### config.mk
export PLATFORM = sky130hd
export DESIGN_NAME = hbmc_rwds_data_recovery
export DESIGN_NICKNAME = d
export VERILOG_FILES = /design/src/rtl/hbmc_rx_pkg.sv /design/src/rtl/hbmc_rwds_edge_detect.sv /design/src/rtl/hbmc_rwds_data_recovery.sv
export SDC_FILE = /design/constraint.sdc
export NUM_CORES = 1
export LEC_CHECK = 0
export CORE_ASPECT_RATIO = 0.7
export CORE_MARGIN = 3
export CORE_UTILIZATION = 42
export DETAILED_ROUTE_END_ITERATION = 10
export GPL_TIMING_DRIVEN = 0
export PLACE_DENSITY = 0.69
export SYNTH_ARGS = -nofsm -noshare
export SYNTH_HDL_FRONTEND = slang
export SYNTH_SLANG_ARGS = --single-unit
### constraint.sdc
create_clock -name clk -period 3.85 [get_ports clk]
set_input_delay 0.385 -clock clk [delete_from_list [all_inputs] [get_ports clk]]
set_output_delay 0.385 -clock clk [all_outputs]
set_load 0.05 [all_outputs]
### src/rtl/hbmc_rx_pkg.sv
// Shared constants and edge-type encoding for HyperBus read-data recovery.
package hbmc_rx_pkg;

    localparam int unsigned SAMPLES_PER_CYCLE = 6;
    localparam int unsigned DQ_WIDTH          = 8;
    localparam int unsigned WINDOW_LEN        = 12;
    localparam int unsigned WORD_WIDTH        = 16;
    localparam int unsigned WORD_SLOTS        = 2;

    typedef enum logic [1:0] {
        EDGE_NONE = 2'd0,
        EDGE_RISE = 2'd1,
        EDGE_FALL = 2'd2
    } edge_t;

endpackage

### src/rtl/hbmc_rwds_edge_detect.sv
// Classifies each of the 6 window positions as rise/fall/none.
// Bit 0 of rwds is the reference sample carried over from the previous window.
module hbmc_rwds_edge_detect
    import hbmc_rx_pkg::*;
(
    input  logic [SAMPLES_PER_CYCLE:0] rwds,
    output edge_t                      edges [SAMPLES_PER_CYCLE]
);

    always_comb begin
        for (int k = 0; k < int'(SAMPLES_PER_CYCLE); k++) begin
            edges[k] = EDGE_NONE;
            if (rwds[k+1] && !rwds[k]) begin
                edges[k] = EDGE_RISE;
            end else if (!rwds[k+1] && rwds[k]) begin
                edges[k] = EDGE_FALL;
            end
        end
    end

endmodule

### src/rtl/hbmc_rwds_data_recovery.sv
// Recovers 16-bit HyperBus read words from oversampled RWDS/DQ streams.
// Define HBMC_RX_STATS_EN to add saturating word/error counters.
module hbmc_rwds_data_recovery
    import hbmc_rx_pkg::*;
#(
    parameter int unsigned SAMPLE_OFFSET      = 2,
    parameter bit          ERR_ON_DOUBLE_RISE = 1'b1
) (
    input  logic                                clk,
    input  logic                                rst,
    input  logic                                rx_en,
    input  logic [SAMPLES_PER_CYCLE-1:0]        rwds_samples,
    input  logic [SAMPLES_PER_CYCLE*DQ_WIDTH-1:0] dq_samples,
    output logic [WORD_SLOTS*WORD_WIDTH-1:0]    word_o,
    output logic [WORD_SLOTS-1:0]               word_vld_o,
    output logic                                err_o
`ifdef HBMC_RX_STATS_EN
    ,
    output logic [31:0]                         stat_words_o,
    output logic [15:0]                         stat_errs_o
`endif
);

    localparam int unsigned DQ_BITS = SAMPLES_PER_CYCLE * DQ_WIDTH;

    logic [SAMPLES_PER_CYCLE-1:0] a_rwds, b_rwds;
    logic [DQ_BITS-1:0]           a_dq, b_dq;
    logic                         a_en, b_en;
    logic                         prev_rwds;
    logic                         pending;
    logic [DQ_WIDTH-1:0]          high_byte;

    edge_t                        edges [SAMPLES_PER_CYCLE];
    logic [WINDOW_LEN-1:0]        dq_lane  [DQ_WIDTH];
    logic [DQ_WIDTH-1:0]          win_byte [WINDOW_LEN];

    logic                         pend_nxt;
    logic [DQ_WIDTH-1:0]          high_nxt;
    logic [DQ_WIDTH-1:0]          cap;
    logic [WORD_SLOTS*WORD_WIDTH-1:0] word_nxt;
    logic [WORD_SLOTS-1:0]        vld_nxt;
    logic                         err_nxt;

    hbmc_rwds_edge_detect u_edge_detect (
        .rwds  ({b_rwds, prev_rwds}),
        .edges (edges)
    );

    // Per-lane 12-sample history (B then A), regrouped into one byte per window position.
    always_comb begin
        for (int i = 0; i < int'(DQ_WIDTH); i++) begin
            dq_lane[i] = {a_dq[SAMPLES_PER_CYCLE*i +: SAMPLES_PER_CYCLE],
                          b_dq[SAMPLES_PER_CYCLE*i +: SAMPLES_PER_CYCLE]};
        end
        for (int p = 0; p < int'(WINDOW_LEN); p++) begin
            for (int i = 0; i < int'(DQ_WIDTH); i++) begin
                win_byte[p][i] = dq_lane[i][p];
            end
        end
    end

    // Walk edges in position order, pairing rise/fall bytes into words.
    always_comb begin
        pend_nxt = pending;
        high_nxt = high_byte;
        cap      = '0;
        word_nxt = '0;
        vld_nxt  = '0;
        err_nxt  = 1'b0;
        if (!b_en) begin
            pend_nxt = 1'b0;
        end else begin
            for (int k = 0; k < int'(SAMPLES_PER_CYCLE); k++) begin
                cap = win_byte[k + int'(SAMPLE_OFFSET)];
                unique case (edges[k])
                    EDGE_RISE: begin
                        if (pend_nxt && ERR_ON_DOUBLE_RISE) begin
                            err_nxt = 1'b1;
                        end
                        high_nxt = cap;
                        pend_nxt = 1'b1;
                    end
                    EDGE_FALL: begin
                        if (pend_nxt) begin
                            if (!vld_nxt[0]) begin
                                word_nxt[WORD_WIDTH-1:0] = {high_nxt, cap};
                                vld_nxt[0]               = 1'b1;
                            end else if (!vld_nxt[1]) begin
                                word_nxt[2*WORD_WIDTH-1:WORD_WIDTH] = {high_nxt, cap};
                                vld_nxt[1]                          = 1'b1;
                            end
                            pend_nxt = 1'b0;
                        end else begin
                            err_nxt = 1'b1;
                        end
                    end
                    default: ;
                endcase
            end
        end
    end

    always_ff @(posedge clk) begin
        if (rst) begin
            a_rwds     <= '0;
            a_dq       <= '0;
            a_en       <= 1'b0;
            b_rwds     <= '0;
            b_dq       <= '0;
            b_en       <= 1'b0;
            prev_rwds  <= 1'b0;
            pending    <= 1'b0;
            high_byte  <= '0;
            word_o     <= '0;
            word_vld_o <= '0;
            err_o      <= 1'b0;
        end else begin
            a_rwds     <= rwds_samples;
            a_dq       <= dq_samples;
            a_en       <= rx_en;
            b_rwds     <= a_rwds;
            b_dq       <= a_dq;
            b_en       <= a_en;
            prev_rwds  <= b_rwds[SAMPLES_PER_CYCLE-1];
            pending    <= pend_nxt;
            high_byte  <= high_nxt;
            word_o     <= word_nxt;
            word_vld_o <= vld_nxt;
            err_o      <= err_nxt;
        end
    end

`ifdef HBMC_RX_STATS_EN
    logic [32:0] words_sum;

    assign words_sum = {1'b0, stat_words_o} + 33'(word_vld_o[0]) + 33'(word_vld_o[1]);

    // Saturating counters over the registered output pulses.
    always_ff @(posedge clk) begin
        if (rst) begin
            stat_words_o <= '0;
            stat_errs_o  <= '0;
        end else begin
            stat_words_o <= words_sum[32] ? '1 : words_sum[31:0];
            if (err_o && (stat_errs_o != '1)) begin
                stat_errs_o <= stat_errs_o + 16'd1;
            end
        end
    end
`endif

endmodule

==> run summary, run 1 <==
The run finished with clean final reports. The number of buffers added by the clock tree synthesis step is 17. The width of the chip is 156 microns. The largest net degree at the start of global routing is 17.

In the final routed layout, each cell accounts on average for between 20 and 25 microns. The mean instance size in the synthesized netlist came out at about 9 sq um. The total global routing overflow is 0. The via count of the first global-routing pass is between 6000 and 7000. The aggregate global-route resource usage came out at 0.264. The die covers between 15000 and 20000 sq um. The worst setup path is of the flip-flop to flip-flop kind. The post-synthesis net count is 826. The number of resized instances in the post-cts repair step is 0. Using the TritonRoute via totals, the vias-per-cell ratio works out to a little under 6. The count of unresolved DRC violations after routing came out at 0. The number of nets in the final layout came out at 936.

The tightest min-delay check is of the flip-flop to flip-flop type. The mapped netlist covers 6650 sq um. The violation count after the first detailed-route iteration is approximately 910.

The final route contains 6361 vias. The most common library cell in the layout ignoring fill and taps is dfxtp_1. Along the worst path, the maximum fanout reaches 10.

Setup repair after global routing left no endpoint under its margin. The count of flip-flops with a built-in enable after synthesis came out at 0. The final critical delay including setup and external delays came out at approximately 3.5 ns. The number of hold violations in the final report was 0. The detail route stage leaves a number of antenna-violating nets equal to 0. Yosys attributes the largest share of cell area to dfxtp_1, nor2b_1, o21ai_0. The share of the synthesized netlist area taken by xor and xnor gates is 0.00508. The capturing element type of the critical path is a flip-flop. The initial core utilization is 0.441. The worst setup path is launched from a flip-flop.

The number of warnings reported in the yosys synthesis log is 0. The fraction of the mapped netlist area in compound gates was 0.248. The core region area is roughly 15000 sq um.

Across the run, the number of max-cap violations was 0. The worst-skew pair later-pin latency is roughly 0.42 ns. For this run, global-route usage on met2 was measured as 0.357.

The global-route wire length before repair came out at about 35 mm. The deepest level of the CTS H-tree came out at 4. After clock tree synthesis, the flow added hold-fix buffers numbering 0. The final number of max-transition violations is 0. The synthesized flop and latch total is 139. The count of final setup violators came out at 0. The share of flip-flops with an asynchronous set or reset came out at 0. The area growth from synthesis to layout came out at 27.2%. The buffer count from post-CTS setup fixing is 0. The top flip-flop cell by instance count after synthesis is dfxtp_1. In the finished design, the share of the clock period the worst path needs comes to 0.905.

Summed over all cells, the static leakage comes to 3.03 nW. The biggest area consumer among synthesized cells is dfxtp_1. In this run the clock root is driven by a clkbuf_16. The transition time at the pin with the least slew margin is around 1.1 ns. The worst-case clock buffer depth is 2. The number of cells on the worst reg-to-reg path is 10.

Wires add up to 23.3 mm. At the end of the flow the core is filled with cells to 0.561. The detailed-router iteration count before antenna repair is 8.

The half-perimeter wire length after placement is approximately 17 mm. Across the VDD grid, the largest voltage drop is 0.267 mV. The count of antenna diodes in the layout is 0. The global routing stage identified its most utilized layer as met1. Of the synthesized area, sequential elements account for 0.418. Counting every sink on the clock net gives 139.

The count of input and output buffers is between 90 and 100. Power spread over the standard cell area amounts to 430 nW/um^2. The required time at the worst-slack endpoint is just over 4 ns. The multiplexer share of the synthesized area is 0.0421. In this run the vertical extent of the chip is between 100 and 150 microns.

STA puts the critical path data arrival time at between 3 and 4 ns. The placer's final routability congestion estimate came out at about 1.0. The floorplan has 37 rows. Of the total synthesized cell area, the portion taken by full adders, half adders and majority gates is 0.0263. The worst relative slew slack came out at 0.267.

The global-route met1 utilization is 0.380. The total negative setup slack came out at 0 ns. The peak clock frequency supported by timing came out at between 0.2 and 0.3 GHz. Between clock sinks in the finished design, the worst skew comes to between 0.009 and 0.01 ns. By area, the combinational part of the netlist is dominated by compound AO/OA/AOI/OAI gates. For met3 alone, demand over resource in global routing was 0.108.

The post-synthesis simple-gate area fraction came out at 0.209. Of the post-synthesis cell area, the dominant cell type holds 0.418. In the layout the commonest cells are dfxtp_1, nor2b_1, clkdlybuf4s50_1. After clock tree synthesis, the clock-pin slew on the worst setup and hold paths is 0.07 ns.

The number of cells on the worst hold path came out at 1. The number of antenna violations at the first check in global routing is 0. Synthesis handed over a netlist of about 760 instances. The fraction of layout cells with a size suffix above 1 came out at 0.0911. TritonCTS built the clock tree. The count of pins on the block boundary is between 90 and 100. The number of different library cells used by synthesis comes to 66.
[cell usage after synthesis, types with 9 or more instances]
cell type  number
clkbuf_1       36
inv_1          24
nor2b_1        98
o211ai_1       13
a31oi_1        10
a221o_1        12
a32o_1          9
buf_2          12
nand3_1        18
dfxtp_1       139
nand2_1        55
nor3b_1         9
a21oi_1        40
nor3_1         18
o22ai_1        17
ha_1           14
o21ai_0        45
mux2i_1        19
nor2_1         45
[final timing paths]
kind                                   end  slack [ns]      start
worst max-delay path            word_o[14]        0.37  b_rwds[0]
worst min register to register    b_dq[38]        0.43   a_dq[38]
worst min-delay path              b_dq[38]        0.43   a_dq[38]
worst max register to register  word_o[14]        0.37  b_rwds[0]
[power by group]
part	switching, mW	leakage (nW)	internal [mW]
combinational	0.196	1.58	0.148
sequential	0.0381	1.14	1.49
clock	0.702	0.311	1.07
[area by class of cell]
| type | count | area [sq um] |
|---|---|---|
| clock inverter | 14 | 200 |
| clock buffer | 18 | 439 |
| fill | 1394 | 6630 |
| tap | 195 | 244 |
| timing repair buffer | 91 | 911 |
| sequential | 139 | 2780 |
| multi-input combinational | 537 | 3540 |
| inverter | 24 | 90.1 |
| buffer | 55 | 255 |
[worst max-delay path, stage by stage (launching register included)]
cell      delay, ns
dfxtp_1        0.39
inv_1          0.11
ha_1           0.30
buf_6          0.13
mux2i_4        0.33
buf_6          0.19
a211o_1        0.40
clkbuf_1       0.59
nand3_1        0.48
o221ai_1       0.33
o22ai_1        0.11
[cell families after synthesis]
logic type | count (synthesis)
xor gates and xnor gates | 3
AOI/OAI and AO/OA | 229
and+or+nand+nor | 265
muxes | 26
buffers and inverters | 79
adders and majority gates | 14
DFF | 139
[through the flow]
step	setup slack, ns	instances	area (sq um)	hold WS (ns)	power [mW]
floorplan	1.32	755	6650	0.414	1.75
global placement	0.488	1041	7810	0.415	1.89
detailed placement	0.497	1041	7810	0.421	1.89
CTS	0.461	1073	8450	0.435	3.65
global route	0.242	1073	8460	0.449	3.75
finish	0.367	1073	8460	0.433	3.64
[flip-flops by register name, summed over array words and instances (netlist names)]
signal      flops
pending         1
a_en            1
word_o         32
b_en            1
high_byte       8
b_dq           32
a_rwds          6
err_o           1
a_dq           48
prev_rwds       1
b_rwds          6
word_vld_o      2
[routing by layer]
metal / part of all wire / wire length, microns
met5: 0 / 0
met4: 0.032 / 754
met3: 0.14 / 3230
met2: 0.38 / 8850
met1: 0.45 / 10500
Power figures use the tool's default switching activity.
==> run 2, diff against run 1 <==
- CORE_UTILIZATION: 42 -> 57
- CTS_BUF_LIST: unset -> sky130_fd_sc_hd__clkbuf_4
- PLACE_DENSITY: 0.69 -> 0.88
==> run summary, run 2 (same netlist as run 1, synthesis figures left out) <==
The transition time at the pin with the least slew margin came out at 1.46 ns (+0.361 ns). The count of input and output buffers is 91 (unchanged). The per-cell routed wire length came out at 23.3 microns (+7.3%).

The sum of routed wire length over all layers came out at 24.0 mm (+3.0%). The slowest stage of the critical path is the nor3_1 cell. The half-perimeter wire length after placement was 17.5 mm (+5.5%). The peak clock frequency supported by timing is 0.280 GHz (-2.5%). The clock tree skew after final layout came out at 0.0324 ns (+0.0227 ns). The via count of the routed design came out at 6654 (+4.6%). The worst-case clock buffer depth is 2 (unchanged). The maximum fanout along the worst path is 10 (unchanged).

The final critical-path share of the clock period came out at 0.928 (+0.0229). The count of final setup violators is 0 (unchanged). The largest net degree at the start of global routing came to 17 (unchanged). The die area came out at 13000 sq um (-25%). The final standard cell utilization of the core was 0.718 (+0.157). The global-route wire length before repair was 36.3 mm (+3.5%). The core region area was 11200 sq um (-26%). The endpoint identified for the worst register-to-register timing path is word_o[22]. The number of nets in the final layout came out at 936 (unchanged). The count of antenna diodes in the layout came to 0 (unchanged). The critical path's largest stage delay came out at 1.21 ns (+0.62 ns). The number of sinks on the clock net came out at 139 (unchanged). The fraction of layout cells with a size suffix above 1 is 0.0867 (-0.00446). The total net switching power is 0.835 mW (-11%). The sum of internal, switching and leakage power came to 2.87 mW (-21%). The number of cells on the worst hold path is 2 (+1). The residual antenna-violating net count after detailed routing is 0 (unchanged). The standard cell area after detailed placement came out at 7750 sq um (-0.67%). TritonCTS built the clock tree. The internal portion of total power is 2.03 mW (-25%). The count of pins on the block boundary came to 92 (unchanged). The critical path data arrival time came out at 4.07 ns (+0.30 ns). The worst relative slew slack came out at 0.0211 (-0.245). The detailed-router iteration count before antenna repair came out at 6 (-2). The total negative setup slack is 0 ns (unchanged).

The largest vdd supply drop is 0.369 mV (+38%). The deepest level of the CTS H-tree is 4 (unchanged). The count of unresolved DRC violations after routing is 0 (unchanged).

The library cell used most frequently in the layout, excluding fill and tap cells, is dfxtp_1. The critical path ends at word_o[22]. The worst-case reg-to-reg path depth came out at 9 (-1). The hold-fix buffer count after cts is 0 (unchanged).

The filler cell count is 832 (-40%). Setup repair after global routing left no endpoint under its margin. The via count of the first global-routing pass came out at 6474 (+7.9%).

Relative to the synthesized area, the layout overhead comes to 21.0%. The post-detailed-route via-to-cell ratio is 6.46 (+9.0%). The clock network fraction of design power came out at 0.346 (-0.140).

The required time at the worst-slack endpoint came out at 4.35 ns (+0.21 ns). The switching share of total power came out at 0.291 (+0.0340). The pre-CTS setup slack is 0.508 ns (+0.0113 ns). The worst-skew pair later-pin latency came out at 0.55 ns (+0.13 ns). Traced cell by cell, the critical path runs through inv_1, ha_1, clkbuf_1, o21ai_0, clkbuf_1, nor3_1, a22oi_1, a21oi_1, a221o_1. The slack of the worst reg-to-reg path is 0.28 ns (-0.09 ns). In the layout the commonest cells are dfxtp_1, nor2b_1, clkdlybuf4s50_1. The flow ran to the end, and the final reports show no timing, DRC or antenna violations. The violation count after the first detailed-route iteration is 1013 (+12%). The areal power density over the cells came out at 356 nW/um^2 (-17%). The path class of the tightest hold or removal check is input pin to flip-flop. The number of buffers added by the clock tree synthesis step came out at 17 (unchanged).

The largest registers in the layout are a_dq (48), b_dq (32), word_o (32). The kind of start point of the critical path is a flip-flop. The tree is rooted in a clkbuf_4.

The aggregate global-route resource usage is 0.369 (+0.105). The final critical delay including setup and external delays was 3.57 ns (+0.0882 ns). The setup slack after layout is 0.279 ns (-0.0882 ns).

The final instance count without filler cells is 1030 (-4.0%). The flip-flop count of the largest register after layout came to 48 (unchanged). The placer's final routability congestion estimate came to 1.08 (+4.6%). The worst-case hold slack is 0.369 ns (-0.0640 ns). The number of resized instances in the post-cts repair step is 0 (unchanged). The width of the chip is 135 microns (-14%).

The leakage power of the design is 2.86 nW (-5.7%). The critical path starts at b_rwds[1]. STA classifies the critical path endpoint as a flip-flop.

Ranked by flip-flop count, first place goes to a_dq. The standard-cell row count was 32 (-14%). The sequential fraction of design power came out at 0.535 (+0.115).

The worst register-to-register path begins at b_rwds[1]. The total global routing overflow is 0 (unchanged). The final number of max-transition violations is 0 (unchanged). The number of antenna violations at the first check in global routing came out at 0 (unchanged). The post-layout instance area came out at 8050 sq um (-4.9%). The initial core utilization is 0.593 (+0.153). The number of hold violations in the final report came out at 0 (unchanged). The clock transition time at the flip-flop clock pins of the worst setup and hold paths is 0.14 ns (+0.07 ns). The fraction of power consumed by combinational cells is 0.119 (+0.025).

The height of the die is 96.4 microns (-13%). Among the stages of the critical path, the cell type that occurs most often is clkbuf_1. By startpoint and endpoint, the worst setup path is classified as flip-flop to flip-flop. The number of max-cap violations is 0 (unchanged).

The cell count after placement is 999 (-4.0%). The buffer count from post-CTS setup fixing came out at 0 (unchanged).
-- run 2: worst min-delay path by stage --
stage	endpoint	slack, ns	from
after floorplan	b_dq[10]	0.41	a_dq[10]
after global placement	b_dq[35]	0.42	a_dq[35]
after detailed placement	b_rwds[4]	0.42	a_rwds[4]
after CTS	a_rwds[5]	0.37	rwds_samples[5]
after global routing	a_rwds[5]	0.34	rwds_samples[5]
final	a_rwds[5]	0.37	rwds_samples[5]
-- run 2: power groups by stage --
stage | logic, mW | clock network [mW] | registers, mW
5_1_grt | 0.367 | 1.05 | 1.54
3_5_place_dp | 0.330 | 0 | 1.56
6_report | 0.343 | 0.992 | 1.53
3_3_place_gp | 0.317 | 0 | 1.56
2_1_floorplan | 0.200 | 0 | 1.55
4_1_cts | 0.332 | 0.985 | 1.53
-- run 2: layer usage --
layer / GRT usage / vias up / share of wire
li1: - / 2931 / -
met1: 0.486 / 3117 / 0.40
met2: 0.562 / 519 / 0.43
met3: 0.123 / 87 / 0.14
met4: 0.154 / 0 / 0.036
met5: 0 / - / 0
-- run 2: area by class of cell --
class                      instances  area, sq um  share of cell area
buffer                            55          255              0.0317
clock buffer                      17          128              0.0159
clock inverter                    14          164              0.0204
inverter                          24         90.1              0.0112
multi-input combinational        537         3520               0.438
sequential                       139         2780               0.346
tap                              153          191              0.0238
timing repair buffer              91          911               0.113
-- run 2: worst max-delay path, delay by kind of cell, from the launching register on --
family | cells | cell delay (ns)
and+or+nand+nor | 1 | 1.21
buffers and inverters | 3 | 0.85
DFF | 1 | 0.38
adders and majority gates | 1 | 0.19
AOI/OAI and AO/OA | 4 | 0.89
==> run 3, diff against run 2 <==
- CAP_MARGIN: unset -> 10
==> run summary, run 3 (same netlist as run 1, synthesis figures left out) <==
The flow ran to the end, and the final reports show no timing, DRC or antenna violations. The detailed-router iteration count before antenna repair is 7 (+1). The number of hold violations in the final report came out at 0 (unchanged). The required time at the worst-slack endpoint came out at 4.29 ns (-0.06 ns). The critical path starts at b_rwds[0]. TritonCTS built the clock tree. The root buffer cell is clkbuf_4.

The leakage power of the design came to 2.86 nW (+0.19%). The most common library cell in the layout ignoring fill and taps is dfxtp_1. In the layout the commonest cells are dfxtp_1, nor2b_1, clkdlybuf4s50_1.

The violation count after the first detailed-route iteration was 1109 (+9.5%). The largest vdd supply drop is 0.365 mV (-0.94%). The count of input and output buffers was 91 (unchanged). The number of buffers added by the clock tree synthesis step is 17 (unchanged). The worst relative slew slack came to 0.176 (+0.155). The final critical-path share of the clock period is 0.879 (-0.0485). The worst-case hold slack came to 0.375 ns (+0.00523 ns).

The hold-fix buffer count after cts is 0 (unchanged). The end of the worst register-to-register path is word_o[0]. The startpoint identified for the worst register-to-register timing path is b_rwds[0].

The number of cells on the worst hold path is 2 (unchanged). The peak clock frequency supported by timing came out at 0.296 GHz (+5.5%). The residual antenna-violating net count after detailed routing is 0 (unchanged).

The fraction of layout cells with a size suffix above 1 is 0.0877 (+0.00104). The largest net degree at the start of global routing is 17 (unchanged). The final number of max-transition violations came out at 0 (unchanged). The number of sinks on the clock net came to 139 (unchanged). The total negative setup slack is 0 ns (unchanged). The area growth from synthesis to layout came out at 21.1% (about the same). The total global routing overflow is 0 (unchanged). The sum of routed wire length over all layers came to 24.0 mm (about the same). The count of pins on the block boundary is 92 (unchanged). The slack of the worst reg-to-reg path came out at 0.47 ns (+0.19 ns). The number of antenna violations at the first check in global routing came out at 0 (unchanged). The buffer count from post-CTS setup fixing is 0 (unchanged). The height of the die came out at 96.4 microns (unchanged).

The die area is 13000 sq um (unchanged). The critical path data arrival time was 3.82 ns (-0.25 ns). The number of max-cap violations is 0 (unchanged). The width of the chip is 135 microns (unchanged). The maximum fanout along the worst path came out at 10 (unchanged).

The number of resized instances in the post-cts repair step was 0 (unchanged). The final critical delay including setup and external delays is 3.38 ns (-0.187 ns). The flip-flop count of the largest register after layout is 48 (unchanged).

The largest registers in the layout are a_dq (48), b_dq (32), word_o (32). The clock transition time at the flip-flop clock pins of the worst setup and hold paths came out at 0.13 ns (about the same). The per-cell routed wire length came out at 23.3 microns (about the same).

The clock tree skew after final layout came out at 0.0289 ns (-0.00347 ns). The count of unresolved DRC violations after routing is 0 (unchanged). The global-route wire length before repair came to 36.3 mm (unchanged). The areal power density over the cells is 355 nW/um^2 (-0.32%). The worst hold path belongs to the class input pin to flip-flop. The half-perimeter wire length after placement was 17.5 mm (unchanged). STA classifies the critical path startpoint as a flip-flop. The worst-skew pair later-pin latency is 0.55 ns (about the same). The core region area was 11200 sq um (unchanged).

The largest register by flop count is a_dq. The class of the most critical setup path is flip-flop to flip-flop. The initial core utilization is 0.593 (unchanged). The deepest level of the CTS H-tree was 4 (unchanged). The post-detailed-route via-to-cell ratio came out at 6.49 (+0.49%). The aggregate global-route resource usage came out at 0.369 (unchanged). The termination of the worst setup path is word_o[0].

The via count of the routed design is 6693 (+0.59%). The worst-case reg-to-reg path depth is 9 (unchanged). The transition time at the pin with the least slew margin came out at 1.23 ns (-0.230 ns).

The count of antenna diodes in the layout was 0 (unchanged). The worst-case clock buffer depth is 2 (unchanged). The standard-cell row count came out at 32 (unchanged). The via count of the first global-routing pass came to 6474 (unchanged).

Setup repair after global routing left no endpoint under its margin. The placer's final routability congestion estimate was 1.08 (unchanged). The count of final setup violators is 0 (unchanged). The worst setup path is captured at a flip-flop.

The number of nets in the final layout came out at 937 (+0.11%).
-- run 3: worst min path at each step --
stage	start	end	slack, ns
global placement	a_dq[35]	b_dq[35]	0.42
finish	rwds_samples[5]	a_rwds[5]	0.37
floorplan	a_dq[10]	b_dq[10]	0.41
detailed placement	a_rwds[4]	b_rwds[4]	0.42
global route	rwds_samples[5]	a_rwds[5]	0.34
CTS	rwds_samples[5]	a_rwds[5]	0.37
-- run 3: critical path, stage by stage (launching register included) --
cell and delay (ns):
dfxtp_1 0.42, inv_1 0.13, ha_1 0.33, buf_6 0.14
mux2i_4 0.21, a21oi_2 0.53, nor2_1 0.33, o21ai_1 0.62
o211ai_1 0.24, a32o_1 0.33
-- run 3: stage by stage --
stage	utilization	power (mW)	area [sq um]	setup slack (ns)	cells
final	0.718	2.86	8050	0.466	1031
after CTS	0.718	2.85	8050	0.471	1030
after global routing	0.718	2.96	8050	0.354	1031
after floorplan	-	1.75	6650	1.32	755
after global placement	0.692	1.88	7750	0.717	999
after detailed placement	0.692	1.89	7750	0.508	999
-- run 3: cell type report --
| cell class | count | area, sq um |
|---|---|---|
| tap | 153 | 191 |
| timing repair buffer | 92 | 918 |
| clock buffer | 17 | 128 |
| multi-input combinational | 537 | 3520 |
| buffer | 55 | 255 |
| fill | 831 | 3160 |
| clock inverter | 14 | 164 |
| sequential | 139 | 2780 |
| inverter | 24 | 90.1 |
-- run 3: report_power, final --
group,total (mW),leakage (nW),switching [mW],internal [mW]
clock network,0.985,0.146,0.589,0.396
registers,1.53,1.14,0.0435,1.49
logic,0.344,1.57,0.196,0.148
total,2.86,2.86,0.828,2.03
-- run 3: metal layers --
layer / wire length (microns) / up-vias / share of wire / track usage
met2: 10300 / 540 / 0.43 / 0.562
met1: 9610 / 3123 / 0.40 / 0.486
met3: 3210 / 93 / 0.13 / 0.123
li1: - / 2937 / - / -
met5: 0 / - / 0 / 0
met4: 933 / 0 / 0.039 / 0.154
